**src/rtl/hazard_scoreboard.sv**
```systemverilog
// rtl/hazard_scoreboard.sv - D-stage hazard scoreboard: stall and forward selects; mult/div tracking enabled by HAZARD_MDU_EN
module hazard_scoreboard #(
    parameter int STAGES = 3,
    parameter int TNEW_W = 2,
    parameter int MD_LAT = 5,
    parameter int SEL_W  = $clog2(STAGES + 1)
) (
    input  logic              clk,
    input  logic              reset_n,
    input  logic              d_valid,
    input  logic [4:0]        d_rs,
    input  logic [4:0]        d_rt,
    input  logic              d_use_rs,
    input  logic              d_use_rt,
    input  logic [TNEW_W-1:0] d_tuse_rs,
    input  logic [TNEW_W-1:0] d_tuse_rt,
    input  logic [4:0]        d_wr,
    input  logic [TNEW_W-1:0] d_tnew,
    input  logic              d_md_start,
    input  logic              d_md_use,
    input  logic              flush,
    output logic              stall,
    output logic [SEL_W-1:0]  fwd_rs_sel,
    output logic [SEL_W-1:0]  fwd_rt_sel,
    output logic              md_busy
);

    // Entry 0 is E, entry STAGES-1 is W.
    logic              ent_v    [STAGES];
    logic [4:0]        ent_wr   [STAGES];
    logic [TNEW_W-1:0] ent_tnew [STAGES];

    logic              rs_hit;
    logic              rt_hit;
    logic [TNEW_W-1:0] rs_tnew;
    logic [TNEW_W-1:0] rt_tnew;
    logic [SEL_W-1:0]  rs_idx;
    logic [SEL_W-1:0]  rt_idx;
    logic              rs_stall;
    logic              rt_stall;
    logic              md_stall;
    logic              load;

    // Youngest-match search: scan from oldest to youngest so the lowest index wins.
    always_comb begin
        rs_hit  = 1'b0;
        rt_hit  = 1'b0;
        rs_tnew = '0;
        rt_tnew = '0;
        rs_idx  = '0;
        rt_idx  = '0;
        for (int k = STAGES - 1; k >= 0; k--) begin
            if (ent_v[k] && (ent_wr[k] == d_rs) && (d_rs != 5'd0)) begin
                rs_hit  = 1'b1;
                rs_tnew = ent_tnew[k];
                rs_idx  = SEL_W'(k + 1);
            end
            if (ent_v[k] && (ent_wr[k] == d_rt) && (d_rt != 5'd0)) begin
                rt_hit  = 1'b1;
                rt_tnew = ent_tnew[k];
                rt_idx  = SEL_W'(k + 1);
            end
        end
    end

    // A source stalls when its youngest producer is not ready by the time it is needed.
    assign rs_stall = d_valid & d_use_rs & rs_hit & (rs_tnew > d_tuse_rs);
    assign rt_stall = d_valid & d_use_rt & rt_hit & (rt_tnew > d_tuse_rt);
    assign stall    = rs_stall | rt_stall | md_stall;

    // Only a ready youngest producer is forwarded; a not-ready one blocks older copies.
    assign fwd_rs_sel = (rs_hit && (rs_tnew == '0)) ? rs_idx : '0;
    assign fwd_rt_sel = (rt_hit && (rt_tnew == '0)) ? rt_idx : '0;

    assign load = d_valid & ~stall & ~flush;

    // Scoreboard shift: D enters E (or a bubble), older writers age and the W entry retires.
    always_ff @(posedge clk or negedge reset_n) begin
        if (!reset_n) begin
            for (int k = 0; k < STAGES; k++) begin
                ent_v[k]    <= 1'b0;
                ent_wr[k]   <= 5'd0;
                ent_tnew[k] <= '0;
            end
        end else begin
            ent_v[0]    <= load;
            ent_wr[0]   <= load ? d_wr : 5'd0;
            ent_tnew[0] <= load ? d_tnew : '0;
            for (int k = 1; k < STAGES; k++) begin
                ent_v[k]    <= ent_v[k-1];
                ent_wr[k]   <= ent_wr[k-1];
                ent_tnew[k] <= (ent_tnew[k-1] == '0) ? '0 : ent_tnew[k-1] - TNEW_W'(1);
            end
        end
    end

`ifdef HAZARD_MDU_EN
    logic [4:0] md_cnt;

    // Mult/div busy counter: reloads on an accepted mult/div, otherwise counts down to idle.
    always_ff @(posedge clk or negedge reset_n) begin
        if (!reset_n) begin
            md_cnt <= 5'd0;
        end else if (d_valid & d_md_start & ~stall & ~flush) begin
            md_cnt <= 5'(MD_LAT);
        end else if (md_cnt != 5'd0) begin
            md_cnt <= md_cnt - 5'd1;
        end
    end

    assign md_busy  = (md_cnt != 5'd0);
    assign md_stall = d_valid & (d_md_start | d_md_use) & md_busy;
`else
    logic unused_md;

    assign md_busy   = 1'b0;
    assign md_stall  = 1'b0;
    assign unused_md = &{1'b0, d_md_start, d_md_use, 5'(MD_LAT)};
`endif

endmodule

```
**config.mk**
```make
export PLATFORM = sky130hd
export DESIGN_NAME = hazard_scoreboard
export DESIGN_NICKNAME = d
export VERILOG_FILES = /design/src/rtl/hazard_scoreboard.sv
export SDC_FILE = /design/constraint.sdc
export NUM_CORES = 1
export LEC_CHECK = 0
export CORE_ASPECT_RATIO = 1.1
export CORE_MARGIN = 2
export CORE_UTILIZATION = 50
export CTS_CLUSTER_SIZE = 10
export DETAILED_ROUTE_END_ITERATION = 7
export PLACE_DENSITY_LB_ADDON = 0.1
export SLEW_MARGIN = 40
export SYNTH_ARGS = -nofsm -noshare
export SYNTH_HDL_FRONTEND = slang
export SYNTH_SLANG_ARGS = --single-unit
```
**constraint.sdc**
```tcl
create_clock -name clk -period 4.4 [get_ports clk]
set_input_delay 0.88 -clock clk [delete_from_list [all_inputs] [get_ports clk]]
set_output_delay 0.88 -clock clk [all_outputs]
set_load 0.05 [all_outputs]
```
### Word-level counts from Yosys, hierarchy flattened

Index checks and enable logic that the tools add are counted.

| word-level totals | value |
|---|---|
| memories kept | 0 |
| bits in latches | 0 |
| logic and storage cells | 74 |
| ROM bits | 0 |
| input port bits | 29 |
| output and inout port bits | 6 |
| flip-flop bits (word level) | 24 |
| RAM bits | 0 |

| cells by class | value |
|---|---|
| div/mod/pow operators | 0 |
| muxes and demuxes | 24 |
| magnitude comparators | 2 |
| $mul | 0 |
| shift-type cells | 0 |
| add/sub/neg operators | 2 |
| eq/ne operators | 6 |
| reductions and logical operators | 20 |
| bitwise operators | 11 |

Operators with widths:

| operator | count |
|---|---|
| $mux 2 | 17 |
| $eq 5x5->1 | 6 |
| $logic_and 1x1->1 | 14 |
| $reduce_bool 5->1 | 2 |
| $and 1x1->1 | 8 |
| $logic_not 2->1 | 4 |
| $mux 1 | 6 |
| $mux 5 | 1 |
| $gt 2x2->1 | 2 |
| $sub 2x1->2 const B | 2 |
| $not 1->1 | 2 |
| $or 1x1->1 | 1 |

### Longest topological paths before layout

Gate-level depths: netlist (run 1).

| logic depth | value |
|---|---|
| word-level depth | 13 |
| depth in mapped cells | 11 |
| gate-level depth less buffers | 10 |

### Least setup slack after synthesis (run 1)

Ideal clock, no wire load.

| path | value |
|---|---|
| path kind | input to output |
| start point | input port d_rs[2] |
| end point | output port fwd_rs_sel[1] |
| setup slack | -0.007 ns |
| stages | 5 |
| arrival | 3.527 ns |
| path buffers | 0 |
| required time | 3.520 ns |
| cell sequence | or4_4 > or2_4 > nand3_1 > o311ai_4 > nor4b_1 |

| on the way | value |
|---|---|
| cells in the longest elaborated chain, start to end | 9 |
| elaborated cells between the ends (all ways) | 22 |
| classes of those cells | 3 x eq/ne; 10 x mux; 9 x reduce/logical |

Ends and longest elaborated chain:

| what | RTL line | text |
|---|---|---|
| start, declared | 11 | `input logic [4:0] d_rs,` |
| $eq 5x5->1 | 53 | `if (ent_v[k] && (ent_wr[k] == d_rs) && (d_rs != 5'd0)) begin` |
| $logic_and 1x1->1 (2 in series) | 53 |  |
| $mux 2 (3 in series) | 53 |  |
| $logic_not 2->1 | 72 | `assign fwd_rs_sel = (rs_hit && (rs_tnew == '0)) ? rs_idx : '0;` |
| $logic_and 1x1->1 | 72 |  |
| $mux 2 (*) | 72 |  |
| end, declared | 23 | `output logic [SEL_W-1:0] fwd_rs_sel,` |

Mark *: on every way between the ends. The rest lies on a longest branch, timed or not.

### Worst setup path in the final report (run 1)

| path | value |
|---|---|
| start point | input port d_rs[4] |
| end point | output port stall |

| on the way | value |
|---|---|
| cells in the longest elaborated chain, start to end | 9 |
| elaborated cells between the ends (all ways) | 20 |
| classes of those cells | 1 x order compare; 3 x eq/ne; 6 x mux; 3 x bitwise; 7 x reduce/logical |

Ends and longest elaborated chain:

| what | RTL line | text |
|---|---|---|
| $eq 5x5->1 | 53 |  |
| $logic_and 1x1->1 (2 in series) | 53 |  |
| $mux 2 / $mux 1 (equally long branches) (3 in series) | 53 |  |
| $gt 2x2->1 / $and 1x1->1 (equally long branches) | 67 | `assign rs_stall = d_valid & d_use_rs & rs_hit & (rs_tnew > d_tuse_rs);` |
| $and 1x1->1 (*) | 67 |  |
| $or 1x1->1 (*) | 69 | `assign stall = rs_stall \| rt_stall \| md_stall;` |
| end, declared | 22 | `output logic stall,` |

Marks and branches as above.

==> results.rst, run 1 <==
.. list-table::
   :header-rows: 1

   * - Metric
     - Value
   * - Data required time at the worst endpoint
     - 3520 ps
   * - Data arrival time of the critical path
     - 3430 ps
   * - Chain of cells forming the critical path
     - buf_6, or4_4, or2_4, and4b_4, o211ai_1, and2_4, ha_4, nor2b_4, o2111ai_2, a31oi_2, or2_1, buf_12
   * - Max Clk Rate
     - 232 MHz
   * - Total power per unit cell area
     - 197 mW/mm²
   * - Post-route worst setup slack
     - 92.2 ps
   * - Number of stages on the worst setup path
     - 12
   * - Final core utilization
     - 77.2%
   * - Period utilisation layout
     - 97.9%
   * - Area enclosed by the die boundary
     - 0.00353 mm²
   * - Layout overhead on the synthesized area
     - 50.7%
   * - Maximum clock skew at final layout
     - 5.50 ps
   * - CTS Buffer Depth
     - 2
   * - CTS tree
     - yes
   * - CP peak stage delay
     - 540 ps
   * - Startpoint Class
     - input port
   * - Final wirelength
     - 4.07 mm
   * - Worst min-delay path category
     - reg2reg
   * - Leakage power of the design
     - 1.09 nW
   * - Accumulated negative setup slack
     - 0 ps
   * - Share of layout cells above drive strength 1
     - between 30 and 40%
   * - Net count of the finished layout
     - 266
   * - Sequential area share after synthesis
     - between 30% and 40%
   * - Worst slack at placement
     - -283 ps
   * - Floorplan row count
     - 21
   * - Fill cells
     - 221
   * - Weighted congestion at the end of routability-driven global placement
     - ~0.86
   * - Final count of negative-setup-slack endpoints
     - 0
   * - FF-to-FF path depth
     - 20
   * - Slew Limit Headroom
     - a little over three fifths
   * - Number of iterations in the first detailed-routing pass
     - 4
   * - Total routing usage reported by global routing
     - 25.5%
   * - Initial core utilization
     - 51.2%
   * - Core area
     - roughly 0.003 mm²
   * - Clock-pin slew on the worst setup and hold paths
     - between 100 and 150 ps
   * - Cell at the root of the clock tree
     - sky130_fd_sc_hd__clkbuf_4
   * - Worst Tran Pin Value
     - about 550 ps
   * - Via-per-instance ratio
     - about 5.5
   * - Horizontal die dimension
     - 56.8 µm
   * - Critical Path Sink Type
     - primary output
   * - Hold violation total from the final report
     - 0
   * - Port Buffer Count
     - 31
   * - Detailed placer's ending HPWL
     - 3.08 mm
   * - Pin count of the biggest net entering global routing
     - 25
   * - Final antenna diode count
     - 0
   * - Run status
     - complete, no violations
   * - Antenna violations before repair
     - 0
   * - Insertion delay to the later sink of the worst-skew pair
     - 320 ps
   * - Kind of critical path
     - in2out
   * - Number of distinct library cells after synthesis
     - 40
   * - Crit path max fanout
     - 3
   * - Netlist Area Pre-Place
     - 0.00153 mm²
   * - Via count of the first global-routing pass
     - ~1500
   * - Most common cell after layout, fill and taps aside
     - sky130_fd_sc_hd__buf_4
   * - Maximum Capacitance Violations
     - 0
   * - Number of buffers created by CTS
     - 3
   * - Final antenna-violating net count
     - 0
   * - Power, Total
     - 0.456 mW
   * - Setup repair after global routing missed its margin
     - yes
   * - Ports
     - 35
   * - Number of standard cells after synthesis
     - between 150 and 200
   * - Total congestion overflow after global routing
     - 0
   * - Routed length per instance
     - 15.3 µm
   * - Slowest CP cell
     - sky130_fd_sc_hd__or4_4
   * - Final slew viol count
     - 0
   * - Vert. Die Dim
     - 62.1 µm
   * - Number of sinks handled by clock tree synthesis
     - 24
   * - Maximum level of the CTS H-tree
     - 1
   * - Number of register bits inferred by synthesis
     - 24
   * - Mean area per synthesized cell
     - about 9.8 µm²
   * - Peak VDD IR
     - 0.265 mV
   * - Net count after synthesis
     - 190
   * - Vias after detailed routing
     - 1454
   * - First-pass GRT wire length
     - ~6.8 mm
   * - Number of violations reported at the end of detailed-routing iteration 0
     - between 60 and 70
   * - Hold Path Depth
     - 0
   * - CP bufs+invs
     - 2
   * - Clock period minus worst slack
     - 4310 ps
   * - Warnings, synthesis
     - 0
   * - Family with the most delay on the worst path
     - simple AND/OR/NAND/NOR gates
   * - Number of remaining DRC errors
     - 0
   * - Commonest cells after routing, fill and taps aside
     - 43 x sky130_fd_sc_hd__buf_4, 24 x sky130_fd_sc_hd__dfrtp_1, 21 x sky130_fd_sc_hd__nand2_1
## cell usage after synthesis
library cell | instances | area, µm²
sky130_fd_sc_hd__a211oi_1 | 1 | 7.51
sky130_fd_sc_hd__a221oi_2 | 1 | 15.0
sky130_fd_sc_hd__a222oi_1 | 1 | 10.0
sky130_fd_sc_hd__a31oi_1 | 2 | 12.5
sky130_fd_sc_hd__a31oi_2 | 1 | 12.5
sky130_fd_sc_hd__and2_1 | 4 | 25.0
sky130_fd_sc_hd__and4b_1 | 1 | 10.0
sky130_fd_sc_hd__and4b_4 | 1 | 13.8
sky130_fd_sc_hd__buf_1 | 1 | 3.75
sky130_fd_sc_hd__buf_2 | 1 | 5.00
sky130_fd_sc_hd__buf_4 | 1 | 7.51
sky130_fd_sc_hd__conb_1 | 1 | 3.75
sky130_fd_sc_hd__dfrtp_1 | 24 | 601
sky130_fd_sc_hd__ha_1 | 4 | 50.1
sky130_fd_sc_hd__inv_1 | 3 | 11.3
sky130_fd_sc_hd__nand2_1 | 21 | 78.8
sky130_fd_sc_hd__nand2b_1 | 2 | 12.5
sky130_fd_sc_hd__nand3_1 | 5 | 25.0
sky130_fd_sc_hd__nand4_1 | 5 | 31.3
sky130_fd_sc_hd__nand4b_1 | 2 | 17.5
sky130_fd_sc_hd__nor2_1 | 5 | 18.8
sky130_fd_sc_hd__nor2b_1 | 5 | 31.3
sky130_fd_sc_hd__nor3_1 | 10 | 50.1
sky130_fd_sc_hd__nor3b_1 | 1 | 7.51
sky130_fd_sc_hd__nor4_1 | 2 | 12.5
sky130_fd_sc_hd__nor4_2 | 2 | 25.0
sky130_fd_sc_hd__nor4b_1 | 3 | 26.3
sky130_fd_sc_hd__nor4bb_1 | 1 | 10.0
sky130_fd_sc_hd__o2111ai_1 | 2 | 17.5
sky130_fd_sc_hd__o211a_1 | 1 | 10.0
sky130_fd_sc_hd__o211ai_1 | 3 | 22.5
sky130_fd_sc_hd__o21ai_0 | 3 | 15.0
sky130_fd_sc_hd__o311ai_4 | 1 | 26.3
sky130_fd_sc_hd__or2_1 | 1 | 6.26
sky130_fd_sc_hd__or2_2 | 2 | 12.5
sky130_fd_sc_hd__or2_4 | 1 | 8.76
sky130_fd_sc_hd__or3_1 | 1 | 6.26
sky130_fd_sc_hd__or4_4 | 1 | 11.3
sky130_fd_sc_hd__xnor2_1 | 8 | 70.1
sky130_fd_sc_hd__xor2_1 | 22 | 193
## final cells by class
type / instances / area (µm²) / share of cell area [%]
Multi-Input combinational cell: 127 / 972 / 42.1
Sequential cell: 24 / 601 / 26.0
Inverter: 3 / 11.3 / 0.487
Tap cell: 34 / 42.5 / 1.84
Clock buffer: 4 / 36.3 / 1.57
Timing Repair Buffer: 74 / 648 / 28.0
## worst reg2reg max path: stages (launching register included)
cell and delay, ps:
sky130_fd_sc_hd__dfrtp_1 440, sky130_fd_sc_hd__xor2_1 180, sky130_fd_sc_hd__nor4_2 370, sky130_fd_sc_hd__and4b_1 300, sky130_fd_sc_hd__o211ai_1 140, sky130_fd_sc_hd__and2_1 180, sky130_fd_sc_hd__ha_1 300, sky130_fd_sc_hd__nor2b_1 130
sky130_fd_sc_hd__o2111ai_1 200, sky130_fd_sc_hd__a31oi_1 100, sky130_fd_sc_hd__buf_4 150, sky130_fd_sc_hd__buf_4 120, sky130_fd_sc_hd__buf_4 120, sky130_fd_sc_hd__buf_4 120, sky130_fd_sc_hd__buf_4 120, sky130_fd_sc_hd__buf_4 120
sky130_fd_sc_hd__buf_4 120, sky130_fd_sc_hd__buf_4 120, sky130_fd_sc_hd__buf_4 120, sky130_fd_sc_hd__buf_4 150, sky130_fd_sc_hd__nor3_1 210
## worst paths after layout
kind                                        endpoint                start  slack, ps
worst min-delay path              ent_v[1]$_DFF_PN0_   ent_v[2]$_DFF_PN0_        440
max in group asynchronous        ent_wr[0]$_DFF_PN0_              reset_n       3540
worst min register to register    ent_v[1]$_DFF_PN0_   ent_v[2]$_DFF_PN0_        440
worst max register to register  ent_wr[10]$_DFF_PN0_  ent_wr[9]$_DFF_PN0_        500
min in group asynchronous        ent_wr[6]$_DFF_PN0_              reset_n        510
worst max-delay path                           stall              d_rs[4]         90
## sequential cells by signal, summed over array words and instances (netlist names)
signal and count:
ent_v 3, ent_tnew 6, ent_wr 15
## kinds of logic after synthesis
family | after synthesis | share of synthesized area [%]
compound gates | 16 | 9.71
flops | 24 | 39.2
other cells | 1 | 0.244
xor+xnor | 30 | 17.1
buf+inv | 6 | 1.79
simple gates | 76 | 28.7
fa+ha+maj | 4 | 3.26
## stage by stage
stage | instances | cell area (µm²) | hold WS [ps]
4_1_cts | 266 | 2290 | 438
5_1_grt | 266 | 2310 | 458
6_report | 266 | 2310 | 437
2_1_floorplan | 157 | 1540 | 373
3_5_place_dp | 245 | 2100 | 409
3_3_place_gp | 245 | 2110 | 403
## power by group
group | internal (mW) | switching [mW] | total [mW] | leakage [nW]
logic | 0.0539 | 0.0476 | 0.102 | 0.750
clock network | 0.0506 | 0.0653 | 0.116 | 0.0210
registers | 0.228 | 0.00978 | 0.238 | 0.323
## what timing repair did
item | 4_1_cts | 5_1_grt
gates resized for setup | 29 | 10
pin swaps | 16 | 12
hold buffers | 0 | 0
buffers inserted | 18 | 0
endpoints found under the setup margin | 1 | 10
## layer usage
metal | global-route usage [%] | share of wire, % | up-vias
li1 | - | - | 709
met1 | 32.3 | 44 | 703
met2 | 45.3 | 51 | 34
met3 | 2.48 | 3.7 | 8
met4 | 11.6 | 2.0 | 0
met5 | 0 | 0 | -
No activity file was read; power rests on OpenSTA's default activity.
==> run 2: changes to the inputs <==
Settings changed: RECOVER_POWER from default to 50.
==> run 2 against run 1 <==
Hold slack improved by 0.55 ps. Fmax is 0.18% higher. Combinational power barely moved. Core utilization about the same. Clock power hardly changed. Flip-flop and latch count is the same. Count of clock-buffer cells in the layout unchanged. Via count unchanged.
==> results.rst, run 2 (synthesis results as in run 1) <==
.. list-table::
   :header-rows: 1

   * - Metric
     - Value
   * - End of the worst register-to-register path
     - ent_wr[10]$_DFF_PN0_
   * - Run status
     - complete, no violations
   * - Net count of the finished layout
     - 266
   * - Critical Path Sink Type
     - primary output
   * - Number of remaining DRC errors
     - 0
   * - Port Buffer Count
     - 31
   * - Number of buffers created by CTS
     - 3
   * - Crit path max fanout
     - 3
   * - Kind of critical path
     - in2out
   * - Total power per unit cell area
     - between 150 and 200 mW/mm²
   * - Cell at the root of the clock tree
     - sky130_fd_sc_hd__clkbuf_4
   * - Worst min-delay path category
     - reg2reg
   * - FF-to-FF path depth
     - 20
   * - Core area
     - 0.00300 mm²
   * - Detailed placer's ending HPWL
     - roughly 3.1 mm
   * - Routed length per instance
     - about 15 µm
   * - Final slew viol count
     - 0
   * - Maximum Capacitance Violations
     - 0
   * - Cell area after placement
     - 0.00210 mm²
   * - Number of sinks handled by clock tree synthesis
     - 24
   * - Startpoint Class
     - input port
   * - Floorplan row count
     - 21
   * - Via-per-instance ratio
     - 5.47
   * - Number of violations reported at the end of detailed-routing iteration 0
     - 52
   * - Final antenna-violating net count
     - 0
   * - Final wirelength
     - around 4 mm
   * - Pin count of the biggest net entering global routing
     - 25
   * - Leakage power of the design
     - 1.09 nW
   * - Slew Limit Headroom
     - 18.3%
   * - Data required time at the worst endpoint
     - 3520 ps
   * - Data arrival time of the critical path
     - 3420 ps
   * - Top flop regs
     - ent_wr: 15 flops, ent_tnew: 6 flops, ent_v: 3 flops
   * - Fill cells
     - about 220
   * - Post-route standard cell area excluding fillers
     - around 0.0023 mm²
   * - First-pass GRT wire length
     - 6.76 mm
   * - Final count of negative-setup-slack endpoints
     - 0
   * - Peak VDD IR
     - 0.265 mV
   * - Worst Tran Pin Value
     - 1230 ps
   * - Via count of the first global-routing pass
     - 1467
   * - Hold_buf cts
     - 0
   * - Max Clk Rate
     - 233 MHz
   * - Largest register by flop count
     - ent_wr
   * - Share of layout cells above drive strength 1
     - 33.6%
   * - Maximum level of the CTS H-tree
     - 1
   * - Setup repair after global routing missed its margin
     - yes
   * - CTS Buffer Depth
     - 2
   * - Initial core utilization
     - 51.2%
   * - Period utilisation layout
     - 97.7%
   * - Vert. Die Dim
     - 62.1 µm
   * - Total congestion overflow after global routing
     - 0
   * - Maximum clock skew at final layout
     - around 4.6 ps
   * - CTS tree
     - yes
   * - Launch instance of the worst min-delay path
     - ent_v[2]$_DFF_PN0_
   * - Weighted congestion at the end of routability-driven global placement
     - 0.864
   * - Number of flip-flops under the largest register name
     - 15
   * - Horizontal die dimension
     - 56.8 µm
   * - Vias after detailed routing
     - 1454
   * - Hold Path Depth
     - 0
   * - Number of iterations in the first detailed-routing pass
     - 5
   * - Commonest cells after routing, fill and taps aside
     - 43 x sky130_fd_sc_hd__buf_4, 24 x sky130_fd_sc_hd__dfrtp_1, 21 x sky130_fd_sc_hd__nand2_1
   * - Clock period minus worst slack
     - 4300 ps
   * - Insertion delay to the later sink of the worst-skew pair
     - roughly 320 ps
   * - Hold violation total from the final report
     - 0
   * - Area enclosed by the die boundary
     - between 0.003 and 0.004 mm²
   * - Worst flop-to-flop path startpoint
     - ent_wr[9]$_DFF_PN0_
   * - Minimum hold slack
     - 437 ps
   * - End of the worst hold path
     - ent_v[1]$_DFF_PN0_
   * - Antenna violations before repair
     - 0
   * - Ports
     - 35
   * - Final antenna diode count
     - 0
   * - Most common cell after layout, fill and taps aside
     - sky130_fd_sc_hd__buf_4
   * - Total routing usage reported by global routing
     - 25.5%
   * - Layout overhead on the synthesized area
     - 50.6%
   * - Clock-pin slew on the worst setup and hold paths
     - roughly 130 ps
   * - Register-to-Register Setup Slack
     - between 400 and 500 ps
## run 2: cell count changes in the layout (fill, tap and decap cells not counted)
cell,before,now
sky130_fd_sc_hd__clkbuf_1,0,1
sky130_fd_sc_hd__buf_2,2,1
sky130_fd_sc_hd__and2_1,3,1
sky130_fd_sc_hd__and2_0,0,2
## run 2: layer usage
layer | GRT usage (%) | share of wire (%) | wire length (µm) | vias to the layer above
met5 | 0 | 0 | 0 | -
met4 | 11.6 | 1.5 | 61 | 0
met3 | 2.48 | 3.8 | 155 | 6
met2 | 45.3 | 51 | 2060 | 32
met1 | 32.3 | 44 | 1770 | 707
li1 | - | - | - | 709
## run 2: critical path, cell delays in order
cell                        delay, ps
sky130_fd_sc_hd__buf_6             90
sky130_fd_sc_hd__or4_4            540
sky130_fd_sc_hd__or2_4            250
sky130_fd_sc_hd__and4b_4          200
sky130_fd_sc_hd__o211ai_1         250
sky130_fd_sc_hd__and2_4           200
sky130_fd_sc_hd__ha_4             190
sky130_fd_sc_hd__nor2b_4          120
sky130_fd_sc_hd__o2111ai_2        180
sky130_fd_sc_hd__a31oi_2           80
sky130_fd_sc_hd__or2_1            270
sky130_fd_sc_hd__buf_12           160
## run 2: worst max path at each step
stage / startpoint / end / slack [ps] / depth (start not counted)
2_1_floorplan: d_rs[2] / stall / 60 / 10
3_3_place_gp: d_rs[2] / stall / -240 / 12
3_5_place_dp: d_rs[2] / stall / -280 / 12
4_1_cts: d_rs[0] / stall / 10 / 12
5_1_grt: d_rs[4] / stall / -20 / 12
6_report: d_rs[4] / stall / 100 / 12
## run 2: through the flow
stage               cells  setup TNS [ps]  setup slack, ps  total power, mW  util, %
floorplan             157               0             59.5            0.283        -
global placement      245            -237             -237            0.337     70.4
detailed placement    245            -283             -283            0.340     70.3
CTS                   266               0             10.7            0.455     76.6
global route          266           -17.0            -17.0            0.480     77.1
finish                266               0             99.8            0.455     77.1
## run 2: final cells by class
class                   count  area (µm²)  share of cell area (%)
clock buffers               4        36.3                    1.57
inverters                   3        11.3                   0.488
multi-input cells         127         972                    42.1
flip-flops and latches     24         601                    26.0
well taps                  34        42.5                    1.84
repair buffers             74         647                    28.0
## run 2: what timing repair did
item	in CTS	in global routing
gates cloned	0	0
resized for setup	29	10
setup endpoints to repair	1	10
setup buffers	18	0
pin swaps	16	12
## run 2: where the power goes
part / internal, mW / switching, mW
Sequential: 0.228 / 0.00986
Combinational: 0.0538 / 0.0476
Clock: 0.0506 / 0.0651
==> run 3: changes to the inputs <==
Settings changed: CORE_MARGIN 2 to 4, MAX_ROUTING_LAYER from default to met4.
==> run 3 against run 2 <==
Flip-flop and latch count did not move. Fmax is 0.24% higher. Highest routed layer unchanged. Global-route usage decreased by 2.9 points. Cell area shrank 0.81%. Sequential share of layout area grew 0.21 points. Largest power group unchanged. Wire length shrank 2.3%. Sequential power about the same. Non-clock buffer count down 6. Clock skew about the same.
==> results.rst, run 3 (synthesis results as in run 1) <==
.. list-table::
   :header-rows: 1

   * - Metric
     - Value
   * - Layout overhead on the synthesized area
     - 49.3%
   * - Area enclosed by the die boundary
     - 0.00402 mm²
   * - Worst min-delay path category
     - reg2reg
   * - Placed instance count
     - 248
   * - Final count of negative-setup-slack endpoints
     - 0
   * - Number of cells in the finished layout apart from fillers
     - 259
   * - Minimum hold slack
     - 448 ps
   * - Hold_buf cts
     - 0
   * - Total congestion overflow after global routing
     - 0
   * - Final wirelength
     - 3.96 mm
   * - First-pass GRT wire length
     - 6.71 mm
   * - Net count of the finished layout
     - between 200 and 300
   * - Number of flip-flops under the largest register name
     - 15
   * - End of the worst register-to-register path
     - ent_wr[14]$_DFF_PN0_
   * - Crit path max fanout
     - 3
   * - CP bufs+invs
     - 2
   * - Total routing usage reported by global routing
     - 22.6%
   * - Critical Path Sink Type
     - primary output
   * - FF-to-FF path depth
     - 14
   * - Top flop regs
     - ent_wr: 15 flops, ent_tnew: 6 flops, ent_v: 3 flops
   * - Hold violation total from the final report
     - 0
   * - Share of layout cells above drive strength 1
     - between 30% and 40%
   * - Period utilisation layout
     - a little over nine tenths
   * - Kind of critical path
     - in2out
   * - Maximum clock skew at final layout
     - around 4.9 ps
   * - Horizontal die dimension
     - roughly 61 µm
   * - Core area
     - between 0.002 and 0.003 mm²
   * - Final slew viol count
     - 0
   * - Number of sinks handled by clock tree synthesis
     - 24
   * - Maximum level of the CTS H-tree
     - 1
   * - Final antenna-violating net count
     - 0
   * - Worst flop-to-flop path startpoint
     - ent_wr[10]$_DFF_PN0_
   * - Number of iterations in the first detailed-routing pass
     - 4
   * - Sequential cell area
     - about 600 µm²
   * - Register-to-Register Setup Slack
     - about 1500 ps
   * - Clock period minus worst slack
     - 4290 ps
   * - Chain of cells forming the critical path
     - buf_2, or4_4, or2_4, and4b_4, o211ai_1, and2_4, ha_4, nor2b_4, o2111ai_2, a31oi_2, or2_1, buf_12
   * - Slew Limit Headroom
     - 22.0%
   * - Footprint of the multi-input gates
     - 987 µm²
   * - Port Buffer Count
     - 31
   * - Data arrival time of the critical path
     - 3410 ps
   * - Initial core utilization
     - 53.8%
   * - Floorplan row count
     - 20
   * - Number of buffers created by CTS
     - 3
   * - Weighted congestion at the end of routability-driven global placement
     - roughly 1
   * - Number of stages on the worst setup path
     - 12
   * - Fill cells
     - 177
   * - Insertion delay to the later sink of the worst-skew pair
     - 300 ps
   * - Beginning of the critical path
     - d_rs[0]
   * - Data required time at the worst endpoint
     - around 3500 ps
   * - Clock-pin slew on the worst setup and hold paths
     - 120 ps
   * - Antenna violations before repair
     - 0
   * - Number of remaining DRC errors
     - 0
   * - Most common cell after layout, fill and taps aside
     - sky130_fd_sc_hd__buf_4
   * - Max Clk Rate
     - 233 MHz
   * - Slowest CP cell
     - sky130_fd_sc_hd__or4_4
   * - Cell at the root of the clock tree
     - sky130_fd_sc_hd__clkbuf_4
   * - Largest register by flop count
     - ent_wr
   * - Family with the most delay on the worst path
     - simple AND/OR/NAND/NOR gates
   * - Ports
     - 35
   * - Commonest cells after routing, fill and taps aside
     - 36 x sky130_fd_sc_hd__buf_4, 24 x sky130_fd_sc_hd__dfrtp_1, 22 x sky130_fd_sc_hd__xor2_1
   * - Number of violations reported at the end of detailed-routing iteration 0
     - 140
   * - Via-per-instance ratio
     - approximately 5.6
   * - Maximum Capacitance Violations
     - 0
   * - Run status
     - complete, no violations
   * - Via count of the first global-routing pass
     - 1454
   * - CTS tree
     - yes
   * - Startpoint Class
     - input port
   * - Worst Tran Pin Value
     - 1170 ps
   * - Final antenna diode count
     - 0
   * - Leakage power of the design
     - 1.06 nW
   * - Pin count of the biggest net entering global routing
     - 25
   * - CP peak stage delay
     - 540 ps
   * - Peak VDD IR
     - 0.354 mV
   * - Vias after detailed routing
     - 1447
   * - Detailed placer's ending HPWL
     - 3.08 mm
   * - CTS Buffer Depth
     - 2
   * - Routed length per instance
     - 15.3 µm
   * - Vert. Die Dim
     - 66.1 µm
   * - CP Capture Point
     - stall
   * - Total power per unit cell area
     - around 210 mW/mm²
## run 3: cell types whose count changed in the layout (fill, tap and decap cells not counted), sizes merged
cell | previous run | this run
dlygate4sd2 | 3 | 2
buf | 51 | 45
bufinv | 0 | 1
## run 3: worst register-to-register path: stages (launching register included)
cell and delay [ps]:
sky130_fd_sc_hd__dfrtp_1 450, sky130_fd_sc_hd__xor2_1 200, sky130_fd_sc_hd__nor4_2 300, sky130_fd_sc_hd__nand4_1 220, sky130_fd_sc_hd__buf_4 200, sky130_fd_sc_hd__buf_4 130
sky130_fd_sc_hd__or2_2 280, sky130_fd_sc_hd__nand2_1 80, sky130_fd_sc_hd__ha_1 220, sky130_fd_sc_hd__nand2_1 80, sky130_fd_sc_hd__o2111ai_2 100, sky130_fd_sc_hd__a31oi_2 200
sky130_fd_sc_hd__buf_4 140, sky130_fd_sc_hd__buf_4 140, sky130_fd_sc_hd__nor3_1 60
## run 3: area by class of cell
class                   instances  area share [%]
clock inverters                 1            1.31
well taps                      33            1.80
inverters                       3           0.492
clock buffers                   3           0.983
flip-flops and latches         24            26.2
multi-input cells             127            43.1
repair buffers                 68            26.1
## run 3: how the worst min path moves through the flow
stage	start	end	slack (ps)	cells after the start
floorplan	ent_v[2]$_DFF_PN0_	ent_v[1]$_DFF_PN0_	370	0
global placement	ent_v[2]$_DFF_PN0_	ent_v[1]$_DFF_PN0_	420	0
detailed placement	ent_v[2]$_DFF_PN0_	ent_v[1]$_DFF_PN0_	420	0
CTS	ent_v[2]$_DFF_PN0_	ent_v[1]$_DFF_PN0_	450	0
global route	ent_v[2]$_DFF_PN0_	ent_v[1]$_DFF_PN0_	470	0
finish	ent_v[2]$_DFF_PN0_	ent_v[1]$_DFF_PN0_	450	0
## run 3: metrics by stage
step | utilization [%] | total power [mW] | setup WS (ps) | setup TNS, ps | cell area, µm²
6_report | 80.3 | 0.492 | 110 | 0 | 2290
4_1_cts | 78.6 | 0.493 | 17.5 | 0 | 2240
2_1_floorplan | - | 0.283 | 59.5 | 0 | 1540
3_5_place_dp | 75.2 | 0.342 | -284 | -284 | 2150
5_1_grt | 80.3 | 0.518 | -3.49 | -3.49 | 2290
3_3_place_gp | 75.4 | 0.338 | -235 | -235 | 2150
## run 3: where the power goes
part	internal, mW	switching, mW	total [mW]	leakage [nW]
clock	0.0920	0.0595	0.152	0.0279
combinational	0.0540	0.0487	0.103	0.707
sequential	0.228	0.00971	0.238	0.323
total	0.374	0.118	0.492	1.06
## run 3: routing by layer
| layer | vias up | global-route usage (%) | routed length, µm |
|---|---|---|---|
| li1 | 697 | - | - |
| met4 | 0 | 5.69 | 50 |
| met1 | 693 | 29.5 | 1610 |
| met3 | 6 | 1.56 | 237 |
| met5 | - | - | 0 |
| met2 | 51 | 37.8 | 2060 |
## run 3: timing repair
item / in CTS / in global routing
setup endpoints to repair: 1 / 1
setup buffers: 4 / 3
resized for setup: 27 / 15
pin swaps: 11 / 13
